[src/rtl/ca_prng_pkg.sv]
// ca_prng_pkg: shared state encoding and Rule-30 helpers for the CA PRNG scheduler.
package ca_prng_pkg;
  typedef enum logic {S_WARM, S_RUN} state_t;
  localparam int MAX_N = 64;
  localparam int IW = $clog2(MAX_N);
  // Width-generic step: operates on the low n bits of a MAX_N container, wrapping modulo n.
  function automatic logic [MAX_N-1:0] rule30_step(input logic [MAX_N-1:0] c, input int n);
    logic [MAX_N-1:0] r;
    r = '0;
    for (int i = 0; i < n; i++)
      r[IW'(i)] = c[IW'((i + 1) % n)] ^ (c[IW'(i)] | c[IW'((i + n - 1) % n)]);
    return r;
  endfunction
  function automatic logic [MAX_N-1:0] default_seed(input int n);
    return MAX_N'(1) << (n / 2);
  endfunction
endpackage

[src/rtl/ca_prng_scheduler_core.sv]
// ca_rule30_core: Rule-30 CA register with load and single-generation step.
module ca_rule30_core
  import ca_prng_pkg::*;
#(
  parameter int N = 32
) (
  input  logic         clk,
  input  logic         reset_n,
  input  logic         load,
  input  logic [N-1:0] load_val,
  input  logic         step,
  output logic [N-1:0] state,
  output logic [N-1:0] next_state
);
  assign next_state = N'(rule30_step(MAX_N'(state), N));
  always_ff @(posedge clk or negedge reset_n)
    if (!reset_n) state <= N'(default_seed(N));
    else if (load) state <= load_val;
    else if (step) state <= next_state;
endmodule

[src/rtl/ca_prng_scheduler.sv]
// ca_prng_scheduler: round-robin sharing of one Rule-30 PRNG with seed/warm-up sequencing.
// Define CA_HEALTH_EN to add the stuck-state detector and sticky health_err.
module ca_prng_scheduler
  import ca_prng_pkg::*;
#(
  parameter int N      = 32,
  parameter int NREQ   = 4,
  parameter int WARMUP = 64
) (
  input  logic            clk,
  input  logic            reset_n,
  input  logic [N-1:0]    seed_in,
  input  logic            seed_load,
  input  logic [NREQ-1:0] req,
  output logic [NREQ-1:0] gnt,
  output logic [N-1:0]    data_out,
  output logic            data_valid,
  output logic            ready,
  output logic            health_err
);
  localparam int CW = WARMUP > 0 ? $clog2(WARMUP + 1) : 1;
  localparam int PW = NREQ > 1 ? $clog2(NREQ) : 1;
  localparam logic [N-1:0] DSEED = N'(default_seed(N));
  state_t st, st_n;
  logic [CW-1:0] cnt, cnt_n;
  logic [PW-1:0] ptr, sel;
  logic [N-1:0] ca, ca_nxt, load_val;
  logic load, step, grant;
  ca_rule30_core #(.N(N)) u_core (
    .clk(clk), .reset_n(reset_n), .load(load), .load_val(load_val),
    .step(step), .state(ca), .next_state(ca_nxt)
  );
  // Lowest offset after the pointer wins; scanning downward lets the last hit stand.
  always_comb begin
    sel = ptr;
    for (int o = NREQ; o >= 1; o--)
      if (req[PW'((int'(ptr) + o) % NREQ)]) sel = PW'((int'(ptr) + o) % NREQ);
  end
`ifdef CA_HEALTH_EN
  logic trip;
`endif
  always_comb begin
    st_n = st;
    cnt_n = cnt;
    load = 1'b0;
    load_val = DSEED;
    step = 1'b0;
    grant = 1'b0;
    if (seed_load) begin
      load = 1'b1;
      load_val = seed_in == '0 ? DSEED : seed_in;
      cnt_n = '0;
      st_n = S_WARM;
    end else if (st == S_WARM) begin
      if (cnt == CW'(WARMUP)) st_n = S_RUN;
      else begin
        step = 1'b1;
        cnt_n = cnt + CW'(1);
      end
    end else if (|req) begin
      step = 1'b1;
      grant = 1'b1;
    end
`ifdef CA_HEALTH_EN
    trip = step && ca_nxt == ca;
    if (trip) begin
      load = 1'b1;
      load_val = DSEED;
      step = 1'b0;
      grant = 1'b0;
      cnt_n = '0;
      st_n = S_WARM;
    end
`endif
  end
  always_ff @(posedge clk or negedge reset_n)
    if (!reset_n) begin
      st <= S_WARM;
      cnt <= '0;
      ptr <= PW'(NREQ - 1);
      gnt <= '0;
      data_out <= '0;
    end else begin
      st <= st_n;
      cnt <= cnt_n;
      gnt <= grant ? NREQ'(1) << sel : '0;
      if (grant) begin
        data_out <= ca;
        ptr <= sel;
      end
    end
`ifdef CA_HEALTH_EN
  always_ff @(posedge clk or negedge reset_n)
    if (!reset_n) health_err <= 1'b0;
    else if (trip) health_err <= 1'b1;
`else
  assign health_err = 1'b0;
`endif
  assign ready = st == S_RUN;
  assign data_valid = |gnt;
endmodule

[config.mk]
export PLATFORM = sky130hd
export DESIGN_NAME = ca_prng_scheduler
export DESIGN_NICKNAME = d
export VERILOG_FILES = /design/src/rtl/ca_prng_pkg.sv /design/src/rtl/ca_prng_scheduler_core.sv /design/src/rtl/ca_prng_scheduler.sv
export SDC_FILE = /design/constraint.sdc
export NUM_CORES = 1
export LEC_CHECK = 0
export BUFFER_PORTS_ARGS = -buffer_cell sky130_fd_sc_hd__buf_2
export CAP_MARGIN = 5
export CORE_MARGIN = 2
export CORE_UTILIZATION = 55
export DETAILED_ROUTE_END_ITERATION = 10
export HOLD_SLACK_MARGIN = 0.12
export PLACE_DENSITY = 0.85
export SKIP_CTS_REPAIR_TIMING = 1
export SLEW_MARGIN = 20
export SYNTH_ARGS = -nofsm -noshare
export SYNTH_HDL_FRONTEND = slang
export SYNTH_SLANG_ARGS = --single-unit
[constraint.sdc]
create_clock -name clk -period 4.18 [get_ports clk]
set_clock_uncertainty 0.05 [all_clocks]
set_input_delay 0.836 -clock clk [delete_from_list [all_inputs] [get_ports clk]]
set_output_delay 0.836 -clock clk [all_outputs]
set_load 0.005 [all_outputs]
; Yosys cells after proc, flatten, opt, wreduce, memory -nomap -nowiden
; Cells that the tools add are included.
[totals]
register_bits = 78
latchBits = 0
mem_bits_rw = 0
romBits = 0
out_inout_bits = 39
mem_count = 0
[classes]
addsub = 5
n_mul = 0
div = 0
n_lt_le_gt_ge = 4
eq_ne = 3
shift = 1
mux = 34
bitwise = 64
reduce_logical = 5
[ops]
columns = operator, n
row1 = $mux W32, 4
row2 = $logic_not A32 Y1, 1
row3 = $or A1 B1 Y1, 32
row4 = $xor A1 B1 Y1, 32
row5 = $mux W7, 3
row6 = $mux W1, 18
row7 = $lt A2 B4 Y1 const B, 4
row8 = $bmux W1 S2, 4
row9 = $mux W2, 4
row10 = $reduce_or A4 Y1, 2
row11 = $add A7 B1 Y7 const B, 1
row12 = $eq A7 B7 Y1 const B, 1
row13 = $add A2 B1 Y2 const B, 2
row14 = $add A2 B2 Y2 const B, 2
row15 = $mux W4, 1
row16 = $ne A2 B2 Y1 const B, 2
row17 = $shl A1 B2 Y4 const A, 1
row18 = $reduce_and A2 Y1, 1
row19 = $reduce_bool A2 Y1, 1

; Longest topological paths before layout
[depth]
depth_word = 10
mapped_depth = 8
depth_no_buf = 6

; Cells and area by module
; Synthesis repeated with hierarchy kept, for this count alone.
[hier_totals]
cells_unflattened = 487
area_unflattened_um2 = 4521.8
[by_module_without_submodules]
columns = mod, instances, cells_per_inst, area_per_inst_um2
row1 = ca_rule30_core, 1, 302, 2265.9
row2 = ca_prng_scheduler, 1, 185, 2255.9

; Worst setup path before layout
; No wires, ideal clock.
[synth_path]
path_kind = input to register
from = input port req[1]
to = register u_core.state[30]
setup_ps = 131
arrival_time_ps = 1828
t_required_ps = 3999
setup_slack_ps = 2171
stages = 6
n_path_buf = 2
path_cell_list = nor4_4 -> a32oi_2 -> buf_6 -> buf_4 -> nand3_1 -> nand4_1
[synth_via]
elab_chain_len = 5
[synth_lines]
columns = element, line_no
row1 = start: declaration, ca_prng_scheduler.sv:14  ; input logic [NREQ-1:0] req,
row2 = $reduce_or A4 Y1, ca_prng_scheduler.sv:60  ; end else if (|req) begin
row3 = $mux W1, ca_prng_scheduler.sv:60
row4 = $mux W1, ca_prng_scheduler.sv:54  ; end else if (st == S_WARM) begin
row5 = $mux W1, ca_prng_scheduler.sv:49  ; if (seed_load) begin
row6 = $reduce_bool A2 Y1 (no source line), n/a
row7 = end signal: assignment, ca_prng_scheduler_core.sv:17  ; if (!reset_n) state <= N'(default_seed(N));
row8 = end signal: assignment, ca_prng_scheduler_core.sv:18  ; else if (load) state <= load_val;
row9 = end signal: assignment, ca_prng_scheduler_core.sv:19  ; else if (step) state <= next_state;
row10 = end: declaration, ca_prng_scheduler_core.sv:12  ; output logic [N-1:0] state,
; No other way between the ends.
; A chain may end at the register's enable or synchronous reset.

; Worst setup path after layout
[layout_path]
from = register cnt[0]
to = register u_core.state[15]
[layout_via]
elab_chain_len = 5
[layout_lines]
columns = element, line_no
row1 = start: declaration, ca_prng_scheduler.sv:25  ; logic [CW-1:0] cnt, cnt_n;
row2 = start signal: assignment, ca_prng_scheduler.sv:85  ; cnt <= cnt_n;
row3 = $eq A7 B7 Y1, ca_prng_scheduler.sv:55  ; if (cnt == CW'(WARMUP)) st_n = S_RUN;
row4 = $mux W1, ca_prng_scheduler.sv:55
row5 = $mux W1, ca_prng_scheduler.sv:54
row6 = $mux W1, ca_prng_scheduler.sv:49
row7 = $reduce_bool A2 Y1 (no source line), n/a
; No other way between the ends.

==> results.yml <==
drt:
  drtIter0Drc: 192
  met3WireLength_um: 587
  dr.pass1.iters: 4
  met1_length_um: 3910
  via_per_inst: 6.10
  drc_errors: 0
  vias: 3416
  post_drt_wl_per_cell_um: 16.2
  wl_met2_um: 4430
  ant_nets: 0
  topRoutingLayerUsed: "met4"
  wl_um: 9080
clocking:
  cts_buffers: 9
  clk_path_buf_depth: 2
  clk_pin_slew_ns: 0.08
  cts_htree_levels: 3
  cts_tree: "done"
  worstSkewPairLatency_ns: 0.36
  clock_sinks: 78
  clockRootBuffer: "clkbuf_8"
global_route:
  grt_first_pass_wirelength_um: 15300
  antenna_found_initial: 0
  grt_start_max_net_pins: 79
  grt_pass1_vias: 3185
  track_usage: 0.226
  grt_overflow: 0
timing:
  worst_pin_slew_ns: 0.965
  period_needed_ns: 2.40
  final.setup.tns_ns: 0
  relSlewSlack: 0.357
  period_share: 0.575
  rsz0062_at_grt: "no"
  hold_violations: 0
  finalSetupViolCount: 0
  whs_ns: 0.455
  drv_slew: 0
  fmax_mhz: 416
  timing.final.ws_setup_ns: 1.78
layout:
  antenna_cells: 0
  n_fill_cell: 606
  drive_gt1_frac: 0.306
  finalInstanceArea_mm2: 0.00471
  nets: 497
  stdcell_count: 560
  layout_common_cells: "75 x dfrtp_1, 75 x buf_2, 46 x nor2_1, 33 x mux2_2, 26 x nand4_1"
  syn2layout_area_growth_pct: 14.8
  utilization: 0.650
placed_design:
  dp_slack_ns: 1.46
  placed_cells: 544
  hpwl_um: 6170
  globalplace.congestion: 0.833
  portBuffers: 76
  placed_area_mm2: 0.00447
critical_path:
  end_kind: "flop"
  r2r-start: "cnt[0]$_DFFE_PN0P_"
  critPathArrivalTime_ns: 2.58
  setup.worst_path.class: "reg2reg"
  crit_start: "cnt[0]$_DFFE_PN0P_"
  crit_fanout: 39
  start_kind: "flop"
  required_ns: 4.35
power_and_ir_drop:
  powerDensity_mw_per_mm2: 462
  power_mw: 2.18
  p_leak_nw: 2.14
  ir_drop_mv: 0.252
die:
  die_h_um: 90.4
  rows: 31
  io_pins: 78
  die_w_um: 90.4
  core_area_mm2: 0.00725
  start_util: 0.566
  die-area_mm2: 0.00817
worst_hold_path:
  hold_path_class: "reg2reg"
  hold_start: "data_out[27]$_DFFE_PN0P_"
run_status:
  status: "finished, final reports clean"
yosys:
  async_reset_ff_frac: 1.00
  synth_ff_type: "dfrtp_1"
  synth_edf_count: 0
  synth_nets: 441
  yosysSeqAreaShare: 0.476
  netlist_instances: 400
  synth_area_mm2: 0.00411
  synth_seq_cells: 78
  avgSynthCellArea_um2: 10.3
  ys_types: 50
  yosys_warnings: 0
job:
  cap_violations: 0
==> synthesized netlist by cell type (all sizes together) (12+ instances only) <==
| cell | instances | area [um^2] |
|---|---|---|
| a21oi | 14 | 70.1 |
| a22oi | 20 | 150 |
| buf | 22 | 144 |
| clkbuf | 14 | 52.6 |
| dfrtp | 75 | 1880 |
| mux2 | 33 | 372 |
| nand2 | 24 | 90.1 |
| nand3 | 25 | 125 |
| nand4 | 27 | 175 |
| nand4b | 14 | 123 |
| nor2 | 46 | 173 |
| nor4 | 12 | 105 |
| xor2 | 12 | 105 |
==> report_power, final <==
part | total [mW] | internal [mW] | switching [mW]
sequential | 1.07 | 0.885 | 0.188
clock | 0.694 | 0.399 | 0.295
combinational | 0.412 | 0.223 | 0.189
==> per-layer routing <==
layer,global-route usage,vias up
li1,-,1592
met1,0.316,1686
met2,0.358,122
met3,0.0392,16
met4,0.0769,0
met5,0,-
==> worst paths after layout <==
| check | endpoint | slack [ns] | depth (start not counted) |
|---|---|---|---|
| setup / recovery | u_core.state[15]$_DFFE_PN0P_ | 1.78 | 7 |
| hold / removal | data_out[27]$_DFFE_PN0P_ | 0.45 | 1 |
| setup reg to reg | u_core.state[15]$_DFFE_PN0P_ | 1.78 | 7 |
| hold reg to reg | data_out[27]$_DFFE_PN0P_ | 0.45 | 1 |
| max in group asynchronous | data_out[20]$_DFFE_PN0P_ | 2.88 | 1 |
| min in group asynchronous | data_out[3]$_DFFE_PN0P_ | 0.58 | 1 |
==> flip-flops by register name, indices dropped and copies added, names as in the netlist <==
name          flops
u_core.state     32
ready             1
gnt               4
ptr               2
data_out         32
cnt               7
==> worst max-delay path, stage by stage, from the launching register on <==
cell and delay (ns):
dfrtp_1 0.42, inv_1 0.06, ha_1 0.24, nor4bb_2 0.20, a32oi_4 0.56, buf_4 0.47
a31o_1 0.19, a21oi_1 0.07
==> layout make-up <==
| type | instances | area [um^2] | area share |
|---|---|---|---|
| inverters | 4 | 15.0 | 0.00319 |
| repair buffers | 81 | 420 | 0.0892 |
| multi-input cells | 282 | 1950 | 0.415 |
| clock buffers | 9 | 124 | 0.0263 |
| clock inverters | 7 | 120 | 0.0255 |
| well taps | 99 | 124 | 0.0263 |
| flip-flops and latches | 78 | 1960 | 0.415 |
==> cells by family after synthesis <==
logic type | synth area share
buffers and inverters | 0.0515
other | 0.000913
adder cells (fa/ha/maj) | 0.00609
AND/OR/NAND/NOR | 0.223
multiplexers | 0.0978
XOR/XNOR | 0.0320
AO/OA/AOI/OAI | 0.113
flip-flops | 0.476
Power figures use the tool's default switching activity.
